<file path="src/rtl/tetris_pkg.sv">
// ---------------------------------------------------------------------------
// tetris_pkg
// Shared types and defaults for the Tetris input conditioning block.
//   btn_idx_e   : bit position of each button in the 4-bit button vectors
//                 ({rot,right,left,down}).
//   rep_state_e : states of the per-button command FSMs.
//   DEF_*       : default timing parameters, in gm_clk cycles.
//   max_int     : helper used to size the shared repeat counter.
// ---------------------------------------------------------------------------
package tetris_pkg;

   typedef enum logic [1:0] {
      BTN_DOWN  = 2'd0,
      BTN_LEFT  = 2'd1,
      BTN_RIGHT = 2'd2,
      BTN_ROT   = 2'd3
   } btn_idx_e;

   typedef enum logic [1:0] {
      REP_IDLE     = 2'd0,
      REP_DAS      = 2'd1,
      REP_REPEAT   = 2'd2,
      REP_WAIT_REL = 2'd3
   } rep_state_e;

   localparam int DEF_DEBOUNCE_CYCLES = 16;
   localparam int DEF_DAS_DELAY       = 10;
   localparam int DEF_ARR_PERIOD      = 3;

   // Larger of two integers, usable in constant expressions.
   function automatic int max_int(input int a, input int b);
      return (a > b) ? a : b;
   endfunction

endpackage

</file>
<file path="src/rtl/tetris_btn_debounce.sv">
// ---------------------------------------------------------------------------
// tetris_btn_debounce
// Brings one raw, asynchronous push-button into the clock domain through a
// two-flop synchroniser, then only lets the debounced level follow the
// synchronised input once it has disagreed for DEBOUNCE_CYCLES consecutive
// cycles. Shorter glitches never reach the level output.
// Ports:
//   clk   : input  1  sampling clock
//   rst   : input  1  asynchronous active-high reset
//   raw   : input  1  raw button, asynchronous to clk
//   level : output 1  debounced, synchronous button level
// ---------------------------------------------------------------------------
module tetris_btn_debounce
   import tetris_pkg::*;
#(
   parameter int DEBOUNCE_CYCLES = DEF_DEBOUNCE_CYCLES
) (
   input  logic clk,
   input  logic rst,
   input  logic raw,
   output logic level
);

   localparam int CW = $clog2(DEBOUNCE_CYCLES + 1);
   localparam logic [CW-1:0] CNT_LAST = CW'(DEBOUNCE_CYCLES - 1);
   localparam logic [CW-1:0] CNT_ONE  = CW'(1);

   logic          s1;
   logic          s2;
   logic [CW-1:0] cnt;

   // The first two flops only resolve metastability. The counter measures
   // how long s2 has disagreed with the current level; any agreement
   // restarts the measurement, so only a steady change flips the level.
   always_ff @(posedge clk or posedge rst) begin
      if (rst) begin
         s1    <= 1'b0;
         s2    <= 1'b0;
         cnt   <= '0;
         level <= 1'b0;
      end else begin
         s1 <= raw;
         s2 <= s1;
         if (s2 == level) begin
            cnt <= '0;
         end else if (cnt == CNT_LAST) begin
            level <= s2;
            cnt   <= '0;
         end else begin
            cnt <= cnt + CNT_ONE;
         end
      end
   end

endmodule

</file>
<file path="src/rtl/tetris_input_ctrl.sv">
// ---------------------------------------------------------------------------
// tetris_input_ctrl
// Turns the four Basys3 push-buttons into clean single-cycle move commands
// for the game-logic FSM. Each button is synchronised and debounced; left
// and right auto-repeat (initial pulse, DAS delay, then ARR-rate pulses),
// rott fires once per press. Holding left and right together cancels both.
// Build option:
//   TETRIS_INPUT_DOWN_REPEAT_EN defined   -> down auto-repeats like left/right
//   TETRIS_INPUT_DOWN_REPEAT_EN undefined -> down fires once per press
// Ports:
//   gm_clk        : input  1  game clock
//   gm_rst        : input  1  asynchronous active-high reset
//   en            : input  1  high while the game accepts moves
//   btn_down_raw  : input  1  raw soft-drop button
//   btn_left_raw  : input  1  raw move-left button
//   btn_right_raw : input  1  raw move-right button
//   btn_rot_raw   : input  1  raw rotate button
//   down          : output 1  soft-drop command pulse
//   left          : output 1  move-left command pulse
//   right         : output 1  move-right command pulse
//   rott          : output 1  rotate command pulse
//   held          : output 4  debounced levels {rot,right,left,down}
// ---------------------------------------------------------------------------
module tetris_input_ctrl
   import tetris_pkg::*;
#(
   parameter int DEBOUNCE_CYCLES = DEF_DEBOUNCE_CYCLES,
   parameter int DAS_DELAY       = DEF_DAS_DELAY,
   parameter int ARR_PERIOD      = DEF_ARR_PERIOD
) (
   input  logic       gm_clk,
   input  logic       gm_rst,
   input  logic       en,
   input  logic       btn_down_raw,
   input  logic       btn_left_raw,
   input  logic       btn_right_raw,
   input  logic       btn_rot_raw,
   output logic       down,
   output logic       left,
   output logic       right,
   output logic       rott,
   output logic [3:0] held
);

   localparam int RCW = $clog2(max_int(DAS_DELAY, ARR_PERIOD) + 1);
   localparam logic [RCW-1:0] DAS_LAST = RCW'(DAS_DELAY);
   localparam logic [RCW-1:0] ARR_LAST = RCW'(ARR_PERIOD);
   localparam logic [RCW-1:0] RC_ONE   = RCW'(1);

   localparam logic [3:0] HORIZ_MASK = 4'b0110;
`ifdef TETRIS_INPUT_DOWN_REPEAT_EN
   localparam logic [3:0] REPEAT_MASK = 4'b0111;
`else
   localparam logic [3:0] REPEAT_MASK = 4'b0110;
`endif

   logic [3:0]     raw_vec;
   logic [3:0]     db;
   logic           conflict;
   logic [3:0]     allowed;
   logic [3:0]     pulse;
   logic [3:0]     pulse_nxt;
   rep_state_e     state     [4];
   rep_state_e     state_nxt [4];
   logic [RCW-1:0] rc        [4];
   logic [RCW-1:0] rc_nxt    [4];

   assign raw_vec = {btn_rot_raw, btn_right_raw, btn_left_raw, btn_down_raw};

   // One synchroniser/debouncer per button, indexed by btn_idx_e.
   for (genvar g = 0; g < 4; g++) begin : g_db
      tetris_btn_debounce #(
         .DEBOUNCE_CYCLES(DEBOUNCE_CYCLES)
      ) u_db (
         .clk  (gm_clk),
         .rst  (gm_rst),
         .raw  (raw_vec[g]),
         .level(db[g])
      );
   end

   // A channel may only run while the game accepts moves; left and right
   // additionally cancel each other while both are held, so neither wins.
   assign conflict = db[BTN_LEFT] & db[BTN_RIGHT];
   assign allowed  = {4{en}} & ~({4{conflict}} & HORIZ_MASK);

   // State register: FSM states, repeat counters and the registered
   // command pulses all live here so every output comes straight off a flop.
   always_ff @(posedge gm_clk or posedge gm_rst) begin
      if (gm_rst) begin
         pulse <= '0;
         for (int i = 0; i < 4; i++) begin
            state[i] <= REP_IDLE;
            rc[i]    <= '0;
         end
      end else begin
         pulse <= pulse_nxt;
         for (int i = 0; i < 4; i++) begin
            state[i] <= state_nxt[i];
            rc[i]    <= rc_nxt[i];
         end
      end
   end

   // Output decode: a channel fires on a fresh press in IDLE, when the DAS
   // delay expires, and at every ARR period once repeating. A released or
   // disallowed channel never fires.
   always_comb begin
      for (int i = 0; i < 4; i++) begin
         pulse_nxt[i] = 1'b0;
         if (allowed[i] && db[i]) begin
            case (state[i])
               REP_IDLE:   pulse_nxt[i] = 1'b1;
               REP_DAS:    pulse_nxt[i] = (rc[i] == DAS_LAST);
               REP_REPEAT: pulse_nxt[i] = (rc[i] == ARR_LAST);
               default:    pulse_nxt[i] = 1'b0;
            endcase
         end
      end
   end

   // Next-state logic. Every fire restarts the counter at 1 so it counts
   // cycles since the last pulse. Single-shot channels park in WAIT_REL
   // after their pulse until the button is released. Disabling or a
   // left/right conflict drops a channel to IDLE so it re-presses later.
   always_comb begin
      for (int i = 0; i < 4; i++) begin
         state_nxt[i] = state[i];
         rc_nxt[i]    = rc[i];
         if (!allowed[i]) begin
            state_nxt[i] = REP_IDLE;
            rc_nxt[i]    = '0;
         end else begin
            case (state[i])
               REP_IDLE: begin
                  if (pulse_nxt[i]) begin
                     rc_nxt[i]    = RC_ONE;
                     state_nxt[i] = REPEAT_MASK[i] ? REP_DAS : REP_WAIT_REL;
                  end
               end
               REP_DAS: begin
                  if (!db[i]) begin
                     state_nxt[i] = REP_IDLE;
                  end else if (pulse_nxt[i]) begin
                     rc_nxt[i]    = RC_ONE;
                     state_nxt[i] = REP_REPEAT;
                  end else begin
                     rc_nxt[i] = rc[i] + RC_ONE;
                  end
               end
               REP_REPEAT: begin
                  if (!db[i]) begin
                     state_nxt[i] = REP_IDLE;
                  end else if (pulse_nxt[i]) begin
                     rc_nxt[i] = RC_ONE;
                  end else begin
                     rc_nxt[i] = rc[i] + RC_ONE;
                  end
               end
               REP_WAIT_REL: begin
                  if (!db[i]) begin
                     state_nxt[i] = REP_IDLE;
                  end
               end
               default: begin
                  state_nxt[i] = REP_IDLE;
               end
            endcase
         end
      end
   end

   assign down  = pulse[BTN_DOWN];
   assign left  = pulse[BTN_LEFT];
   assign right = pulse[BTN_RIGHT];
   assign rott  = pulse[BTN_ROT];
   assign held  = db;

endmodule

</file>
<file path="config.mk">
export PLATFORM = sky130hd
export DESIGN_NAME = tetris_input_ctrl
export DESIGN_NICKNAME = d
export VERILOG_FILES = /design/src/rtl/tetris_pkg.sv /design/src/rtl/tetris_btn_debounce.sv /design/src/rtl/tetris_input_ctrl.sv
export SDC_FILE = /design/constraint.sdc
export NUM_CORES = 1
export LEC_CHECK = 0
export CORE_AREA = 2 2 82 124
export DETAILED_ROUTE_END_ITERATION = 7
export DIE_AREA = 0 0 84 126
export MAX_ROUTING_LAYER = met4
export PLACE_DENSITY = 0.53
export SYNTH_ARGS = -nofsm -noshare
export SYNTH_HDL_FRONTEND = slang
export SYNTH_SLANG_ARGS = --single-unit
</file>
<file path="constraint.sdc">
create_clock -name gm_clk -period 4.1 [get_ports gm_clk]
set_input_delay 0.41 -clock gm_clk [delete_from_list [all_inputs] [get_ports gm_clk]]
set_output_delay 0.41 -clock gm_clk [all_outputs]
set_load 0.02 [all_outputs]
</file>
Word-level counts from Yosys, hierarchy flattened
Index checks and enable logic that the tools add are counted.
{"block": "word_totals", "out_inout_bits": 8, "input_bits": 7, "reg_bits": 60}
{"block": "op_classes", "reduce_logical": 28, "bitwise_logic": 7, "addsub": 8, "muxes": 60, "n_eq_ne": 48}
{"op": "$mux 4", "count": 16}
{"op": "$mux 2", "count": 20}
{"op": "$mux 5", "count": 8}
{"op": "$pmux 4 s2", "count": 4}
{"op": "$ne 3x2->1 const B", "count": 8}
{"op": "$ne 3x3->1 const B", "count": 8}
{"op": "$pmux 2 s3", "count": 4}
{"op": "$reduce_and 3->1", "count": 8}
{"op": "$add 5x1->5 const B", "count": 4}
{"op": "$eq 5x4->1 const B", "count": 4}
{"op": "$add 4x1->4 const B", "count": 4}
{"op": "$eq 2x2->1 const B", "count": 8}
{"op": "$eq 4x2->1 const B", "count": 4}
{"op": "$eq 4x4->1 const B", "count": 4}
{"op": "$ne 4x4->1 const B", "count": 4}
{"op": "$reduce_or 2->1", "count": 8}
{"op": "$pmux 1 s3", "count": 4}
{"op": "$eq 2x1->1 const B", "count": 4}
{"op": "$logic_not 2->1", "count": 4}
{"op": "$reduce_and 2->1", "count": 4}
{"op": "$and 4x4->4", "count": 1}
{"op": "$eq 1x1->1", "count": 4}
{"op": "$logic_and 1x1->1", "count": 4}
{"op": "$mux 1", "count": 4}
{"op": "other kinds (3)", "count": 6}

Longest topological paths before layout
{"block": "logic_depth", "ltp_word": 9, "mapped_depth": 7, "ltp_nobuf": 7}

By module
A second synthesis with hierarchy kept.
{"block": "unflattened", "hier_cells": 310, "area_unflattened_um2": 3280.6}
{"mod": "tetris_input_ctrl", "n_inst": 1, "area_each_um2": 2019.4, "cells_each": 214}
{"mod": "tetris_btn_debounce", "n_inst": 4, "area_each_um2": 315.3, "cells_each": 24}

Least setup slack after synthesis
Ideal clock, no wire load.
{"block": "synth_path", "kind": "reg-to-reg", "startpoint": "register state[4] (netlist bit)", "endpoint": "register rc[11] (netlist bit)", "slack_ns": 2.217, "t_required_ns": 3.976, "path_buffers": 0, "path_stages_with_launch": 8, "arrival_ns": 1.759, "setup_ns": 0.124, "period_less_slack_ns": 1.883, "path_cell_list": "dfrtp_1 -> inv_1 -> ha_1 -> or3b_1 -> a211oi_2 -> nand4b_1 -> nor4_1 -> a211o_1"}
{"block": "synth_via", "elab_chain_cells": 7}
{"element": "from (decl)", "line": "tetris_input_ctrl.sv:63", "rtl": "rep_state_e state [4];"}
{"element": "from (signal, indexed assignment)", "line": "tetris_input_ctrl.sv:99", "rtl": "state[i] <= state_nxt[i];"}
{"element": "$eq 2x2->1, or another cell as far along", "line": "tetris_input_ctrl.sv:112, tetris_input_ctrl.sv:134"}
{"element": "$pmux 1 s3", "line": "tetris_input_ctrl.sv:112", "rtl": "case (state[i])"}
{"element": "$mux 1", "line": "tetris_input_ctrl.sv:111", "rtl": "if (allowed[i] && db[i]) begin"}
{"element": "$mux 4", "line": "tetris_input_ctrl.sv:144, tetris_input_ctrl.sv:154"}
{"element": "$mux 4", "line": "tetris_input_ctrl.sv:142", "rtl": "if (!db[i]) begin"}
{"element": "$pmux 4 s2", "line": "tetris_input_ctrl.sv:134", "rtl": "case (state[i])"}
{"element": "$mux 4", "line": "tetris_input_ctrl.sv:130", "rtl": "if (!allowed[i]) begin"}
{"element": "to (signal, indexed assignment)", "line": "tetris_input_ctrl.sv:100", "rtl": "rc[i] <= rc_nxt[i];"}
{"element": "to (decl)", "line": "tetris_input_ctrl.sv:65", "rtl": "logic [RCW-1:0] rc [4];"}
Several ways; a longest one is shown, not always the timed one. The select of a mux whose other input is x is not followed.
A chain may end at the register's enable or synchronous reset.

Worst setup path after layout
{"block": "layout_path", "startpoint": "register state[7] (netlist bit)", "endpoint": "register rc[15] (netlist bit)"}
{"block": "layout_via", "elab_chain_cells": 7}
{"element": "$eq 2x2->1, or another cell as far along", "line": "tetris_input_ctrl.sv:112, tetris_input_ctrl.sv:134"}
{"element": "$pmux 1 s3", "line": "tetris_input_ctrl.sv:112"}
{"element": "$mux 1", "line": "tetris_input_ctrl.sv:111"}
{"element": "$mux 4", "line": "tetris_input_ctrl.sv:144, tetris_input_ctrl.sv:154"}
{"element": "$mux 4", "line": "tetris_input_ctrl.sv:152", "rtl": "if (!db[i]) begin"}
{"element": "$pmux 4 s2", "line": "tetris_input_ctrl.sv:134"}
{"element": "$mux 4", "line": "tetris_input_ctrl.sv:130"}
Several ways; a longest one is shown, not always the timed one. The select of a mux whose other input is x is not followed.

==> impl_metrics.ini <==
[finish]
nFillCells = 921
ff_latch_area_um2 = 1501
post-route-util = 0.4017
syn_to_final_growth_pct = 17.39
drive_above_1_share = 0.07803
antennaDiodeCount = 0
multi_input_area_um2 = 1614
layout.nets = 377

[placement]
place.gp.congestion = 0.8443
portBuffers = 14
dp_hpwl_um = 4375

[global_routing]
grt_overflow = 0
antenna_found_initial = 0
grt_max_degree = 36
grt_pass1_wl_um = 11010
grt_pass1_vias = 2453
grtUsageTotal = 0.1331

[setup_path]
crit_fanout = 5
reg2reg_to = rc[15]
cp.arrival_ns = 2.48
critPathLaunchType = register
path_class = reg2reg
cp-end-kind = register
required_ns = 4.35
r2r_setup_slack_ns = 1.87
r2r_cells = 7
r2r_start = state[7]

[timing]
worst_slew_pin_slew_ns = 0.8110
fin_worst_skew_ns = 0.004530
finalHoldViolations = 0
setup_viol = 0
post-route-period-util = 0.5448
fin_setup_tns_ns = 0
maxSlewViolCount = 0
rsz0062_at_grt = no
fin_crit_ns = 2.233
timing.fmax_mhz = 447.7
slew_headroom = 0.4454

[clock_tree]
cts_buffers = 9
cts_hold_buf = 0
cts_max_level = 3
clock-sinks = 60
cts_resized = 0
ctsRootBufferMaster = clkbuf_16
tritoncts = built
post-cts-setup-buffers = 0
clkLatencyLatePin_ns = 0.33
clk_pin_slew_ns = 0.05
cts.path.max_buffers = 2

[power]
seqPwrFrac = 0.376
p_int_uw = 1323
clkPwrFrac = 0.476
max-vdd-ir-drop_mv = 0.2613
combPwrFrac = 0.148
p_total_uw = 1780
switching_share = 0.2571
p_switching_uw = 457.7
cellPowerDensity_nw_per_um2 = 465.3
power_leakage_uw = 0.001747

[run]
drv_cap = 0

[drt]
ant_nets = 0
finalWirelength_um = 6109
drt-vias-per-instance = 5.156
drc = 0
post_drt_wl_per_cell_um = 13.25
via_count = 2377
drt_iter0_drc = 121
drt-pass1-iter-count = 4

[floorplan]
coreArea_um2 = 9524
die_x_um = 84
rows = 44
die_area_um2 = 10580
start_util = 0.3422
boundaryPins = 15
die_h_um = 126

[yosys]
yosysMostFrequentCell = dfrtp_1
syn_avg_cell_area_um2 = 10.03
synth-seq-cells = 60
yosysTopAreaCellShare = 0.4607
synth_area_leaders = dfrtp_1 46%, ha_1 11%, o21ai_0 3.7%, xor2_1 3.2%, nand3_1 3.1%
yosysTopAreaCell = dfrtp_1
ys_types = 55
synthTopCellsByCount = 60 x dfrtp_1, 29 x ha_1, 25 x nand2_1, 25 x nor2_1, 24 x o21ai_0
ys_warn_count = 0
syn_nets = 361
syn_inst = 325
synthArstFlopShare = 1.000
syn-cell-area_um2 = 3259
synthFlopType = dfrtp_1
ys_seq_area_frac = 0.4607
synth_edf_count = 0

[worst_hold_path]
hp-start = g_db[3].u_db.s1
whs_path_depth = 0
min_to = g_db[3].u_db.s2
min_path_type = reg2reg

[status]
outcome = complete, no violations
-- sequential cells by signal (all words and copies together) (netlist names) --
signal / cells
pulse: 4
g_db.u_db.s1: 4
g_db.u_db.s2: 4
g_db.u_db.cnt: 20
rc: 16
state: 8
g_db.u_db.level: 4
-- worst max path at each step --
stage | from | end | slack (ns)
floorplan | gm_rst | g_db[0].u_db.cnt[0] | 2.21
global placement | en | rc[15] | 1.64
detailed placement | en | rc[4] | 1.55
CTS | state[7] | rc[15] | 1.88
global route | state[7] | rc[15] | 1.45
finish | state[7] | rc[15] | 1.87
-- routing by layer --
metal	vias up	GRT usage	share of wire
met3	10	0.03277	0.027
met5	-	-	0
met1	1142	0.1519	0.45
met4	0	0.07211	0.020
met2	40	0.2141	0.51
li1	1185	-	-
-- power groups by stage --
stage | clock, uW | sequential [uW] | combinational, uW
after floorplan | 0 | 668 | 207
after global placement | 0 | 677 | 260
after detailed placement | 0 | 679 | 264
after CTS | 871 | 669 | 266
after global routing | 900 | 676 | 313
final | 847 | 669 | 264
-- final cells by class --
cell class / count / area share
multi-input combinational: 232 / 0.4218
inverter: 23 / 0.02256
tap: 115 / 0.03761
sequential: 60 / 0.3924
clock inverter: 5 / 0.02616
timing repair buffer: 15 / 0.03859
clock buffer: 11 / 0.06082
-- worst max-delay path: stages, from the launching register on --
cell	delay [ns]
dfrtp_1	0.42
inv_1	0.12
ha_1	0.37
nand3b_1	0.14
a21oi_1	0.07
a2111oi_0	0.76
o21ai_0	0.17
o21ai_0	0.11
-- through the flow --
stage               hold slack, ns  worst slack [ns]  instances  cell area (um2)
finish                      0.3494             1.867        461             3826
global route                0.3573             1.451        461             3826
CTS                         0.3507             1.883        461             3826
detailed placement          0.3364             1.554        445             3493
global placement            0.3341             1.639        445             3493
floorplan                   0.3312             2.205        325             3259
-- cells in the final DEF (no fill, tap or decap), types with 3 or more instances in the layout --
cell	instances
dfrtp_1	60
ha_1	29
nor2_1	25
nand2_1	25
o21ai_0	24
inv_1	22
nand3_1	20
clkdlybuf4s50_1	14
xor2_1	12
a21oi_1	11
and2_1	9
clkbuf_16	9
nand3b_1	7
nor2b_1	5
o31ai_1	5
and3_1	4
or3b_1	3
nor3_1	3
nand4_1	3
bufinv_16	3
-- logic make-up after synthesis --
group	after synthesis	share of synthesized area
flip-flops	60	0.4607
buffers and inverters	33	0.04415
XOR/XNOR	13	0.03493
AND/OR/NAND/NOR	115	0.1873
multiplexers	2	0.006526
AO/OA/AOI/OAI	73	0.1551
adder cells (fa/ha/maj)	29	0.1113
Note: power is estimated with default switching activity, not from simulation.
